## config.mk

```make
export PLATFORM = sky130hd
export DESIGN_NAME = sync_fifo
export DESIGN_NICKNAME = d
export VERILOG_FILES = /design/src/rtl/fifo_pkg.sv /design/src/rtl/fifo_mem.sv /design/src/rtl/sync_fifo.sv
export SDC_FILE = /design/constraint.sdc
export NUM_CORES = 1
export LEC_CHECK = 0
export ABC_AREA = 1
export BUFFER_PORTS_ARGS = -buffer_cell sky130_fd_sc_hd__buf_2
export CAP_MARGIN = 10
export CORE_MARGIN = 4
export CORE_UTILIZATION = 65
export DETAILED_ROUTE_END_ITERATION = 8
export PLACE_DENSITY_LB_ADDON = 0.05
export SYNTH_ARGS = -nofsm -noshare
export SYNTH_HDL_FRONTEND = slang
export SYNTH_HIERARCHICAL = 1
export SYNTH_SLANG_ARGS = --single-unit
```

## constraint.sdc

```tcl
create_clock -name clk -period 5.5 [get_ports clk]
set_input_delay 0.275 -clock clk [delete_from_list [all_inputs] [get_ports clk]]
set_output_delay 0.275 -clock clk [all_outputs]
set_load 0.01 [all_outputs]
```

## src/rtl/fifo_pkg.sv

```systemverilog
// fifo_pkg
//  Shared types and helpers for the single-clock and dual-clock FIFO family.
//  fifo_mode_e      : read-side behaviour (registered read vs first-word-fall-through)
//  fifo_level_bits  : width of a level counter able to hold 0..size inclusive
package fifo_pkg;

  typedef enum logic {
    FIFO_STD  = 1'b0,
    FIFO_FWFT = 1'b1
  } fifo_mode_e;

  function automatic int fifo_level_bits(input int size);
    return $clog2(size + 1);
  endfunction

endpackage

```

## src/rtl/fifo_mem.sv

```systemverilog
// fifo_mem
//  SIZE x BITS flop storage, one synchronous write port and one
//  combinational read port. Contents are deliberately not reset.
//  clk    : write clock
//  we     : write strobe
//  waddr  : write entry index (0..SIZE-1)
//  wdata  : write data
//  raddr  : read entry index (0..SIZE-1)
//  rdata  : mem[raddr], combinational
module fifo_mem #(
  parameter int BITS = 32,
  parameter int SIZE = 16,
  parameter int AW   = $clog2(SIZE)
) (
  input  logic            clk,
  input  logic            we,
  input  logic [AW-1:0]   waddr,
  input  logic [BITS-1:0] wdata,
  input  logic [AW-1:0]   raddr,
  output logic [BITS-1:0] rdata
);

  logic [SIZE-1:0][BITS-1:0] mem;

  // One enable per entry keeps the decode explicit for non power-of-two SIZE.
  for (genvar i = 0; i < SIZE; i++) begin : g_entry
    always_ff @(posedge clk) begin
      if (we && (waddr == AW'(i))) mem[i] <= wdata;
    end
  end

  assign rdata = mem[raddr];

endmodule

```

## src/rtl/sync_fifo.sv

```systemverilog
// sync_fifo
//  Single-clock FIFO of any depth >= 2 with standard or FWFT read mode,
//  programmable almost-full/almost-empty, fill level, sticky error flags
//  and synchronous flush.
//  clk, rst_n            : clock, synchronous active-low reset
//  p_clear               : synchronous flush of pointers, level and sticky flags
//  p_write_en/_data      : write request and data
//  p_write_full          : level == SIZE
//  p_write_almost_full   : level >= AFULL_LEVEL
//  p_read_en             : read request (FWFT: pop of the shown head)
//  p_read_data           : read data
//  p_read_empty          : level == 0
//  p_read_almost_empty   : level <= AEMPTY_LEVEL
//  p_level               : current entry count
//  p_overflow/underflow  : sticky, write while full / read while empty
module sync_fifo
  import fifo_pkg::*;
#(
  parameter int BITS         = 32,
  parameter int SIZE         = 16,
  parameter int FWFT         = 0,
  parameter int AFULL_LEVEL  = 14,
  parameter int AEMPTY_LEVEL = 2
) (
  input  logic                             clk,
  input  logic                             rst_n,
  input  logic                             p_clear,
  input  logic                             p_write_en,
  input  logic [BITS-1:0]                  p_write_data,
  output logic                             p_write_full,
  output logic                             p_write_almost_full,
  input  logic                             p_read_en,
  output logic [BITS-1:0]                  p_read_data,
  output logic                             p_read_empty,
  output logic                             p_read_almost_empty,
  output logic [fifo_level_bits(SIZE)-1:0] p_level,
  output logic                             p_overflow,
  output logic                             p_underflow
);

  localparam int LW = fifo_level_bits(SIZE);
  localparam int AW = $clog2(SIZE);

  localparam logic [LW-1:0] LVL_ONE  = LW'(1);
  localparam logic [LW-1:0] LVL_MAX  = LW'(SIZE);
  localparam logic [LW-1:0] AFULL_L  = LW'(AFULL_LEVEL);
  localparam logic [LW-1:0] AEMPTY_L = LW'(AEMPTY_LEVEL);
  localparam logic [AW-1:0] PTR_ONE  = AW'(1);
  localparam logic [AW-1:0] PTR_LAST = AW'(SIZE - 1);
  localparam bit            IS_FWFT  = (FWFT == int'(FIFO_FWFT));

  if (SIZE < 2) begin : g_bad_size
    $fatal(1, "sync_fifo: SIZE must be >= 2");
  end
  if (AFULL_LEVEL < 1 || AFULL_LEVEL > SIZE) begin : g_bad_afull
    $fatal(1, "sync_fifo: AFULL_LEVEL must be in 1..SIZE");
  end
  if (AEMPTY_LEVEL < 0 || AEMPTY_LEVEL > SIZE - 1) begin : g_bad_aempty
    $fatal(1, "sync_fifo: AEMPTY_LEVEL must be in 0..SIZE-1");
  end
  if (FWFT < 0 || FWFT > 1) begin : g_bad_fwft
    $fatal(1, "sync_fifo: FWFT must be 0 or 1");
  end

  logic [AW-1:0]   wr_ptr_q, rd_ptr_q, wr_ptr_d, rd_ptr_d;
  logic [LW-1:0]   lvl_q, lvl_d;
  logic            empty_q, full_q, afull_q, aempty_q;
  logic            ovf_q, unf_q;
  logic [BITS-1:0] rd_data_q, mem_rdata;
  logic            write_ok, read_ok, mem_we;

  // Acceptance looks only at registered flags: a read does not free a slot
  // for a write in the same cycle.
  assign write_ok = p_write_en & ~full_q;
  assign read_ok  = p_read_en  & ~empty_q;
  assign mem_we   = write_ok & rst_n & ~p_clear;

  // Explicit compare-wrap so any SIZE works, not just powers of two.
  assign wr_ptr_d = (wr_ptr_q == PTR_LAST) ? '0 : wr_ptr_q + PTR_ONE;
  assign rd_ptr_d = (rd_ptr_q == PTR_LAST) ? '0 : rd_ptr_q + PTR_ONE;

  always_comb begin
    lvl_d = lvl_q;
    if (p_clear)                  lvl_d = '0;
    else if (write_ok && !read_ok) lvl_d = lvl_q + LVL_ONE;
    else if (read_ok && !write_ok) lvl_d = lvl_q - LVL_ONE;
  end

  fifo_mem #(
    .BITS (BITS),
    .SIZE (SIZE),
    .AW   (AW)
  ) u_mem (
    .clk   (clk),
    .we    (mem_we),
    .waddr (wr_ptr_q),
    .wdata (p_write_data),
    .raddr (rd_ptr_q),
    .rdata (mem_rdata)
  );

  always_ff @(posedge clk) begin
    if (!rst_n) begin
      wr_ptr_q  <= '0;
      rd_ptr_q  <= '0;
      lvl_q     <= '0;
      empty_q   <= 1'b1;
      aempty_q  <= 1'b1;
      full_q    <= 1'b0;
      afull_q   <= 1'b0;
      ovf_q     <= 1'b0;
      unf_q     <= 1'b0;
      rd_data_q <= '0;
    end else begin
      // Flags derive from next level so they move on the same edge as p_level.
      lvl_q    <= lvl_d;
      empty_q  <= (lvl_d == '0);
      full_q   <= (lvl_d == LVL_MAX);
      afull_q  <= (lvl_d >= AFULL_L);
      aempty_q <= (lvl_d <= AEMPTY_L);
      if (p_clear) begin
        wr_ptr_q <= '0;
        rd_ptr_q <= '0;
        ovf_q    <= 1'b0;
        unf_q    <= 1'b0;
      end else begin
        if (write_ok) wr_ptr_q <= wr_ptr_d;
        if (read_ok)  rd_ptr_q <= rd_ptr_d;
        if (p_write_en && full_q) ovf_q <= 1'b1;
        if (p_read_en && empty_q) unf_q <= 1'b1;
        if (!IS_FWFT && read_ok)  rd_data_q <= mem_rdata;
      end
    end
  end

  // FWFT shows the head combinationally; zero while empty so stale memory
  // never leaks onto the bus.
  assign p_read_data         = IS_FWFT ? (empty_q ? '0 : mem_rdata) : rd_data_q;
  assign p_write_full        = full_q;
  assign p_write_almost_full = afull_q;
  assign p_read_empty        = empty_q;
  assign p_read_almost_empty = aempty_q;
  assign p_level             = lvl_q;
  assign p_overflow          = ovf_q;
  assign p_underflow         = unf_q;

endmodule
```

==> results of run 1 <==
-- power groups by stage --
stage               Clock (uW)  Sequential (uW)  Combinational, uW
floorplan                    0             4790                238
finish                    3750             4700                389
global route              3980             4700                431
CTS                       3800             4700                386
global placement             0             4790                375
detailed placement           0             4790                383
-- registers in the layout, indices dropped and copies added, names as in the netlist --
name                 cells
u_mem/mem              512
p_read_data             32
p_level                  5
rd_ptr_q                 4
wr_ptr_q                 4
p_overflow               1
p_read_almost_empty      1
p_read_empty             1
p_underflow              1
p_write_almost_full      1
p_write_full             1
-- Yosys cell counts (2+ instances only) --
cell type,instances
a21oi_1,37
buf_1,12
buf_2,55
buf_4,7
buf_6,29
clkbuf_1,15
dfxtp_1,51
edfxtp_1,512
ha_1,4
inv_1,409
inv_2,7
nand2_1,746
nand2_2,3
nand3_1,433
nand3_2,2
nand4_1,4
nor2_1,31
nor2_2,5
nor3_1,10
o21ai_0,3
xor2_1,3
-- worst paths after layout --
kind / slack (ns) / to / cells after the start / from
min reg2reg: 0.46 / p_read_data[30] / 2 / p_read_data[30]
max reg2reg: 2.28 / p_read_data[22] / 9 / rd_ptr_q[0]
max: 1.67 / u_mem/mem[400] / 9 / rst_n
min: 0.04 / p_level[3] / 4 / p_clear
-- metrics by stage --
step           power, uW  cell area [um^2]  hold slack (ns)  utilization  worst slack, ns
2_1_floorplan       5030             24300            0.344            -             1.68
5_1_grt             9110             26700           0.0448        0.726             1.54
4_1_cts             8890             26700           0.0150        0.725             1.81
6_report            8840             26700           0.0438        0.726             1.67
3_3_place_gp        5160             24800            0.447        0.675             1.88
3_5_place_dp        5170             24800            0.451        0.675             1.76
-- layer usage --
layer	routed length, um	share of wire
met1	23600	0.41
met2	26700	0.47
met3	5480	0.096
met4	1560	0.027
met5	0	0
-- critical path: cells and delay by family --
family | cells | cell delay [ns]
simple gates | 3 | 1.84
buf+inv | 6 | 1.96
-- cell families after synthesis --
group / Yosys count
buf+inv: 537
flops: 563
compound gates: 41
simple gates: 1238
xor+xnor: 4
fa+ha+maj: 4
-- layout make-up --
type / instances / share of cell area
clock buffers: 73 / 0.0572
inverters: 418 / 0.0590
clock inverters: 32 / 0.0110
flip-flops and latches: 563 / 0.614
multi-input cells: 1287 / 0.212
well taps: 468 / 0.0219
repair buffers: 108 / 0.0245
==> key figures, run 1 <==
Global route
  – GRT met3 Usage: 0.0417
  – Number of global-route vias before repair: between 15000 and 20000
  – First-pass GRT wire length: 87.7 mm
  – Initial antenna violation count: 0
  – Most Used Layer, Global Route: met2
  – Largest net degree at the start of global routing: around 130
  – Met1 capacity usage during global routing: 0.401
  – Tot GR Track Use: 0.278
  – GRT met2 Usage: 0.440
  – GRT overflow: 0

STA
  – Sum Neg Setup Slack: 0 ns
  – Clock Skew: between 0.01 and 0.015 ns
  – Final hold vios: 0
  – Final Cycle Share: 0.697
  – Unrepaired setup endpoints after global routing: false
  – Worst slew pin tran: ~1.3 ns
  – Tmin final: between 3 and 4 ns
  – Normalized max-slew margin: 0.121
  – Final Setup Violations: 0
  – Final Max Slew Viols: 0
  – Fmax: 0.261 GHz

Detailed routing
  – Drt first pass iters: 6
  – Post-detailed-route DRC marker count: 0
  – Vias/cell: around 5.6
  – Final ANT Viol Nets: 0
  – Via count: around 17000
  – Wire length per cell: 19.4 um
  – DR iter-0 viols: between 1500 and 2000
  – Total Wirelength: roughly 57 mm

Yosys
  – Syn Std Cell Area: roughly 24000 um^2
  – Unique masters post-synth: 30
  – Yosys reg bits: around 560
  – Largest family of logic cells by synthesized area: simple AND/OR/NAND/NOR gates
  – Post-synthesis mux area share: 0
  – Leading area contributor after synthesis: edfxtp_1
  – Synth top area share: 0.633
  – Adder-cell share of the synthesized area: 0.00206
  – Post-synth EDFFs: between 500 and 600
  – Mapped Cells: between 2000 and 2500
  – Synth Area in XOR/XNOR: 0.00144
  – Simple-gate share of the synthesized area: 0.217
  – Yosys warnings: 6
  – Syn Nets: 2428
  – Top cells by area, synth: edfxtp_1 63%, nand2_1 12%, nand3_1 8.9%
  – Register area share after synthesis: 0.675
  – Synth Area in Compound Gates: 0.00860
  – Ys flop type: edfxtp_1
  – Syn Area/Cell: roughly 10 um^2
  – Async S/R FF share, synth: 0

Worst setup path
  – CP Data Arrival Time: just over 4 ns
  – Worst Setup End Kind: flip-flop
  – Data required, critical path: ~5.8 ns
  – Crit start category: input port
  – CP Class: in2reg
  – Crit path max fanout: 35
  – Largest stage delay, worst path: ~1.1 ns
  – Worst path most repeated cell: nor2_1
  – Slowest cell on the critical path: nor3_2
  – Crit path cell chain: dlygate4sd3_1 -> buf_2 -> inv_2 -> nor2_1 -> inv_1 -> nor2_1 -> clkinv_1 -> nor3_2 -> buf_4

Final layout
  – Commonest non-fill, non-tap cell in the layout: nand2_1
  – Synth-to-layout area growth: 9.89%
  – Fill cell count: approximately 2600
  – Most frequent cells in the layout: 746 x nand2_1, 512 x edfxtp_1, 433 x nand3_1
  – Ratio of cells with drive above 1 in the final layout: 0.0943
  – # nets final: around 2500
  – Fin cells: approximately 3000
  – Area of the multi-input gates: roughly 5700 um^2
  – Register area: 16400 um^2
  – Ant. Diodes: 0

Power and ir drop
  – Maximum vdd drop: 0.000296 V
  – Net Sw Power: 1870 uW
  – Leak Pwr: 0.0113 uW
  – Pwr per Cell Area: ~330 nW/um^2
  – Sequential group share of total power: 0.532
  – Power share of the combinational group: 0.044
  – Internal: about 7000 uW
  – Sw Ratio: 0.211
  – Clock Power Share: 0.425

Clock tree
  – TritonCTS clock tree: built
  – # hold bufs at CTS: 3
  – Worst-Skew Late Latency: around 0.60 ns
  – Post-CTS Setup Bufs: 0
  – Num CTS Buffers: between 50 and 60
  – Post-CTS sizing: 0
  – Reg clk slew, reported paths: approximately 0.060 ns
  – H-tree Lvls: 2
  – Root Buffer: clkbuf_16
  – Clk buf depth: 3
  – Sink Count: about 560

Die
  – Initial core utilization: 0.661
  – Core area: 36800 um^2
  – Die Y-Extent: 201 um
  – Die ar.: 40500 um^2
  – FP Rows: 70
  – Die width: a little over 200 um
  – Io pins: 80

Placement
  – HPWL Detailed: about 31 mm
  – Gpl congestion: 0.813
  – PortBufs: a little under 80
  – Dpl cells: between 2000 and 3000

Hold path
  – Hold WC Path Type: in2reg

Run status
  – Status: completed

Flow run
  – # Max-Cap Violations: 0
No activity file was read; power rests on OpenSTA's default activity.
==> run 2: changes to the inputs <==
- CORE_UTILIZATION: 65 -> 62
- clock period: 5.5 -> 3.6 ns (I/O delays scaled with it)
==> key figures, run 2 (synthesis results as in run 1) <==
Run status
  – Status: completed (unchanged)

Clock tree
  – H-tree Lvls: 2 (unchanged)
  – Sink Count: 563 (unchanged)
  – Post-CTS sizing: 0 (unchanged)
  – Worst-Skew Late Latency: 0.61 ns (was 0.60 ns)
  – Clk buf depth: 3 (unchanged)
  – TritonCTS clock tree: built (unchanged)
  – Reg clk slew, reported paths: 0.06 ns (about the same)
  – Num CTS Buffers: 56 (unchanged)
  – Post-CTS Setup Bufs: 0 (unchanged)
  – Root Buffer: clkbuf_16 (unchanged)

Detailed routing
  – Vias/cell: 5.40 (was 5.63)
  – Via count: 16500 (was 16600)
  – Final ANT Viol Nets: 0 (unchanged)
  – Total Wirelength: 56.5 mm (was 57.3 mm)
  – Drt first pass iters: 5 (was 6)
  – Wire length per cell: 18.5 um (was 19.4 um)
  – DR iter-0 viols: 1697 (was 1955)
  – Post-detailed-route DRC marker count: 0 (unchanged)

Worst setup path
  – Data required, critical path: 3.85 ns (was 5.78 ns)
  – Crit start category: input port (unchanged)
  – CP Data Arrival Time: 2.91 ns (was 4.11 ns)
  – Crit path max fanout: 25 (was 35)
  – Worst Setup End Kind: flip-flop (unchanged)
  – CP Class: in2reg (unchanged)

Power and ir drop
  – Maximum vdd drop: 0.000582 V (was 0.000296 V)
  – Internal: 10700 uW (was 6970 uW)
  – Leak Pwr: 0.0115 uW (was 0.0113 uW)
  – Sequential group share of total power: 0.532 (about the same)
  – Pwr per Cell Area: 495 nW/um^2 (was 331 nW/um^2)
  – Sw Ratio: 0.210 (was 0.211)
  – Net Sw Power: 2830 uW (was 1870 uW)
  – Clock Power Share: 0.422 (was 0.425)
  – Power share of the combinational group: 0.046 (was 0.044)

Die
  – Initial core utilization: 0.627 (was 0.661)
  – FP Rows: 72 (was 70)
  – Core area: 38700 um^2 (was 36800 um^2)
  – Die Y-Extent: 206 um (was 201 um)
  – Die ar.: 42400 um^2 (was 40500 um^2)
  – Die width: 206 um (was 201 um)
  – Io pins: 80 (unchanged)

Final layout
  – Most frequent cells in the layout: 746 x nand2_1, 512 x edfxtp_1, 433 x nand3_1 (unchanged)
  – # nets final: 2527 (was 2475)
  – Commonest non-fill, non-tap cell in the layout: nand2_1 (unchanged)
  – Finished Cell Area: 27300 um^2 (was 26700 um^2)
  – Ant. Diodes: 0 (unchanged)
  – Max reg flops: 512 (unchanged)
  – Ratio of cells with drive above 1 in the final layout: 0.0994 (was 0.0943)
  – Biggest register: u_mem/mem (unchanged)
  – Synth-to-layout area growth: 12.3% (was 9.89%)

Global route
  – Largest net degree at the start of global routing: 220 (was 133)
  – GRT overflow: 0 (unchanged)
  – First-pass GRT wire length: 88.5 mm (was 87.7 mm)
  – Number of global-route vias before repair: 16000 (was 15500)
  – Initial antenna violation count: 0 (unchanged)
  – Tot GR Track Use: 0.269 (was 0.278)

STA
  – Final Cycle Share: 0.739
  – Final hold slack: 0.347 ns (was 0.0438 ns)
  – Fmax: 0.376 GHz
  – Final Max Slew Viols: 0 (unchanged)
  – Unrepaired setup endpoints after global routing: false (unchanged)
  – Sum Neg Setup Slack: 0 ns (unchanged)
  – Final hold vios: 0 (unchanged)
  – Clock Skew: 0.0271 ns (was 0.0124 ns)
  – Tmin final: around 2.7 ns
  – Worst slew pin tran: 1.21 ns (was 1.31 ns)
  – Final Setup Violations: 0 (unchanged)
  – Normalized max-slew margin: 0.195 (was 0.121)

Placement
  – Area post-placement: 25100 um^2 (was 24800 um^2)
  – HPWL Detailed: 31.1 mm (was 30.5 mm)
  – Gpl congestion: 0.831 (was 0.813)
  – PortBufs: 79 (unchanged)

Flow run
  – # Max-Cap Violations: 0 (unchanged)

Hold path
  – Hold WC Path Type: in2reg (unchanged)
-- run 2: cell count changes in the layout (fill, tap and decap cells not counted), sizes merged --
cell	delta
buf	+19
bufinv	-2
clkbuf	+9
clkinv	-4
clkinvlp	-1
dlygate4sd3	+33
inv	-1
-- run 2: final cells by class --
type | instances | area (um^2)
Sequential cell | 563 | 16400
Fill cell | 2798 | 11500
Multi-Input combinational cell | 1287 | 5660
Clock buffer | 82 | 1620
Inverter | 418 | 1580
Timing Repair Buffer | 160 | 1170
Tap cell | 518 | 648
Clock inverter | 24 | 201
-- run 2: worst paths after layout --
check                       start               to  slack, ns  depth (start not counted)
setup / recovery            rst_n   u_mem/mem[221]       0.94                          9
hold / removal              rst_n     p_read_empty       0.35                          3
setup reg to reg      rd_ptr_q[1]  p_read_data[13]       1.20                          8
hold reg to reg   p_read_data[28]  p_read_data[28]       0.46                          2
-- run 2: timing repair --
action	4_1_cts	5_1_grt
setup endpoints to repair	0	0
hold buffers	36	0
endpoints found under the hold margin	528	0
-- run 2: layer usage --
| metal | routed length [um] | track usage | vias to the layer above |
|---|---|---|---|
| li1 | - | - | 7924 |
| met1 | 24100 | 0.390 | 7819 |
| met2 | 26700 | 0.428 | 649 |
| met3 | 4220 | 0.0362 | 101 |
| met4 | 1510 | 0.0927 | 0 |
| met5 | 0 | 0 | - |
-- run 2: power by group through the flow --
stage	registers, uW	clock network (uW)	logic, uW
after CTS	7180	5800	621
after detailed placement	7320	0	589
after global placement	7310	0	578
after floorplan	7320	0	363
after global routing	7180	6080	694
final	7180	5700	621
-- run 2: worst max-delay path: stages --
cell and delay [ns]:
dlygate4sd3_1 0.52, buf_2 0.15, inv_2 0.04, nor2_1 0.32, inv_1 0.20, nor2_1 0.32, nand3_1 0.39, nor2_4 0.34
buf_4 0.42
-- run 2: stage by stage --
stage | utilization | worst slack, ns | instances | power (uW)
floorplan | - | -0.123 | 2387 | 7690
global placement | 0.648 | 0.949 | 2910 | 7890
detailed placement | 0.648 | 0.922 | 2910 | 7900
CTS | 0.704 | 1.00 | 3052 | 13600
global route | 0.704 | 0.754 | 3052 | 14000
finish | 0.704 | 0.941 | 3052 | 13500
==> run 3: changes to the inputs <==
- ABC_AREA: 1 -> 0
- CORE_UTILIZATION: 62 -> 55
- clock period: 3.6 -> 2.42 ns (I/O delays scaled with it)
==> key figures, run 3 <==
Power and ir drop
  – Leak Pwr: 0.00792 uW (was 0.0115 uW)
  – Pwr per Cell Area: 788 nW/um^2 (was 495 nW/um^2)
  – Maximum vdd drop: 0.000683 V (was 0.000582 V)
  – Pwr Total: 19800 uW (was 13500 uW)

Final layout
  – Synth-to-layout area growth: 18.0% (was 12.3%)
  – Most frequent cells in the layout: 512 x edfxtp_1, 128 x mux4_2, 107 x nand2_1 (was 746 x nand2_1, 512 x edfxtp_1, 433 x nand3_1)
  – Area of the multi-input gates: 4770 um^2 (was 5660 um^2)
  – Biggest register: u_mem/mem (unchanged)
  – Fill cell count: 2528 (was 2798)
  – Register area: 16400 um^2 (about the same)
  – # nets final: 1255 (was 2527)
  – Ant. Diodes: 0 (unchanged)
  – Finished Cell Area: 25100 um^2 (was 27300 um^2)
  – Commonest non-fill, non-tap cell in the layout: edfxtp_1 (was nand2_1)
  – Fin cells: 1772 (was 3052)
  – Ratio of cells with drive above 1 in the final layout: 0.294 (was 0.0994)
  – Max reg flops: 512 (unchanged)

STA
  – Fmax: between 0.4 and 0.5 GHz
  – Worst slew pin tran: 0.660 ns (was 1.21 ns)
  – Unrepaired setup endpoints after global routing: false (unchanged)
  – Clock Skew: 0.0102 ns (was 0.0271 ns)
  – Final hold vios: 0 (unchanged)
  – Final Setup Violations: 0 (unchanged)
  – Setup ws final: 0.321 ns (was 0.941 ns)
  – Tmin final: roughly 2.1 ns
  – Final Cycle Share: 0.867
  – Normalized max-slew margin: 0.557 (was 0.195)
  – Sum Neg Setup Slack: 0 ns (unchanged)
  – Final Max Slew Viols: 0 (unchanged)

Detailed routing
  – Met2 wire len: 22.0 mm (was 26.7 mm)
  – DR iter-0 viols: 756 (was 1697)
  – Vias/cell: 5.98 (was 5.40)
  – Via count: 10600 (was 16500)
  – Total Wirelength: 45.5 mm (was 56.5 mm)
  – Met3 wire len: 2.57 mm (was 4.22 mm)
  – Met1 wire length: 20.1 mm (was 24.1 mm)
  – Drt first pass iters: 4 (was 5)
  – Wire length per cell: 25.7 um (was 18.5 um)
  – Final ANT Viol Nets: 0 (unchanged)
  – Max Used Layer: met4 (unchanged)
  – Post-detailed-route DRC marker count: 0 (unchanged)

Clock tree
  – Clk buf depth: 3 (unchanged)
  – TritonCTS clock tree: built (unchanged)
  – H-tree Lvls: 2 (unchanged)
  – Root Buffer: clkbuf_16 (unchanged)
  – Worst-Skew Late Latency: 0.60 ns (was 0.61 ns)
  – Post-CTS Setup Bufs: 0 (unchanged)
  – Sink Count: 563 (unchanged)
  – Post-CTS sizing: 0 (unchanged)
  – Num CTS Buffers: 57 (was 56)
  – Reg clk slew, reported paths: 0.06 ns (about the same)

Global route
  – First-pass GRT wire length: 69.4 mm (was 88.5 mm)
  – GRT overflow: 0 (unchanged)
  – Number of global-route vias before repair: 10800 (was 16000)
  – Tot GR Track Use: 0.224 (was 0.269)
  – Initial antenna violation count: 0 (unchanged)
  – Largest net degree at the start of global routing: 34 (was 220)

Worst setup path
  – Worst Setup End Kind: flip-flop (unchanged)
  – Crit path max fanout: 18 (was 25)
  – Crit start category: flip-flop (was input port)
  – CP Class: reg2reg (was in2reg)
  – Data required, critical path: 2.68 ns (was 3.85 ns)
  – CP Data Arrival Time: 2.35 ns (was 2.91 ns)

Hold path
  – Hold WC Path Type: in2reg (unchanged)

Die
  – FP Rows: 71 (was 72)
  – Die Y-Extent: 205 um (was 206 um)
  – Initial core utilization: 0.560 (was 0.627)
  – Die ar.: 41900 um^2 (was 42400 um^2)
  – Io pins: 80 (unchanged)
  – Die width: 205 um (was 206 um)
  – Core area: 37900 um^2 (was 38700 um^2)

Yosys
  – Syn Std Cell Area: 21300 um^2 (was 24300 um^2)
  – Mapped Cells: 1053 (was 2387)
  – Post-synth EDFFs: 512 (unchanged)
  – Top cells by area, synth: edfxtp_1 72%, mux4_2 14%, dfxtp_1 4.8% (was edfxtp_1 63%, nand2_1 12%, nand3_1 8.9%)
  – Async S/R FF share, synth: 0 (unchanged)
  – Syn Nets: 1094 (was 2428)
  – Yosys warnings: 6 (unchanged)
  – Register area share after synthesis: 0.771 (was 0.675)
  – Unique masters post-synth: 45 (was 30)
  – Syn Area/Cell: 20.2 um^2 (was 10.2 um^2)
  – Leading area contributor after synthesis: edfxtp_1 (unchanged)
  – Synth top area share: 0.723 (was 0.633)
  – Ys flop type: edfxtp_1 (unchanged)
  – Yosys reg bits: 563 (unchanged)
  – Commonest cells in the netlist: 512 x edfxtp_1, 128 x mux4_2, 107 x nand2_1, 65 x a22oi_1, 51 x dfxtp_1 (was 746 x nand2_1, 512 x edfxtp_1, 433 x nand3_1, 409 x inv_1, 55 x buf_2)
  – Most common cell in the netlist: edfxtp_1 (was nand2_1)

Placement
  – PortBufs: 79 (unchanged)
  – Post-Place Setup Slack: 0.334 ns (was 0.922 ns)
  – HPWL Detailed: 23.4 mm (was 31.1 mm)
  – Dpl cells: 1630 (was 2910)
  – Gpl congestion: 0.754 (was 0.831)
  – Area post-placement: 22900 um^2 (was 25100 um^2)

Run status
  – Status: completed (unchanged)

Flow run
  – # Max-Cap Violations: 0 (unchanged)
run 3: cell count changes after synthesis, moves of 4 or more:
| cell | change |
|---|---|
| nand2b_1 | +5 |
| a21oi_1 | +5 |
| nand3_1 | -428 |
| inv_1 | -406 |
| mux4_2 | +128 |
| clkbuf_1 | +9 |
| buf_2 | -44 |
| nand2_1 | -639 |
| a22oi_1 | +65 |
| nor2_2 | -5 |
| buf_6 | -28 |
| inv_2 | -7 |
| nand4_1 | -4 |
| nor3_1 | -5 |
run 3: critical path: stages (launching register included):
cell	delay [ns]
dfxtp_1	0.32
nand2b_2	0.25
nor2_2	0.19
nand3b_1	0.33
nor3_4	0.27
buf_4	0.39
run 3: final cells by class:
class	count	area share
Inverter	4	0.000599
Clock inverter	35	0.0128
Timing Repair Buffer	157	0.0562
Clock buffer	71	0.0610
Sequential cell	563	0.654
Multi-Input combinational cell	431	0.190
Tap cell	511	0.0255
run 3: power breakdown:
group / switching [uW] / internal [uW] / leakage, uW
clock: 3510 / 5100 / 0.000915
sequential: 24.4 / 10600 / 0.00502
combinational: 301 / 208 / 0.00199
run 3: metal layers:
layer,vias to the layer above,track usage
met3,58,0.0358
li1,4634,-
met2,309,0.355
met1,5601,0.336
met4,0,0.0553
met5,-,0
run 3: path summary, 6_finish.rpt:
kind	from	endpoint	slack [ns]	cells past startpoint
worst max-delay path	p_write_full	u_mem/mem[141]	0.32	5
worst min-delay path	rst_n	p_read_empty	0.33	3
worst max register to register	p_write_full	u_mem/mem[141]	0.32	5
worst min register to register	p_read_data[19]	p_read_data[19]	0.45	2
run 3: logic make-up after synthesis:
logic type | synth area share
compound gates | 0.0384
flops | 0.771
buf+inv | 0.0132
fa+ha+maj | 0.00235
mux | 0.137
xor+xnor | 0.00165
simple gates | 0.0359
run 3: metrics by stage:
stage,util,hold slack [ns]
after floorplan,-,0.201
after global placement,0.603,0.391
after detailed placement,0.603,0.380
after CTS,0.661,0.288
after global routing,0.661,0.315
final,0.661,0.327
run 3: what timing repair did:
item	in CTS	in global routing
endpoints found under the hold margin	527	0
endpoints found under the setup margin	0	0
hold buffers	36	0
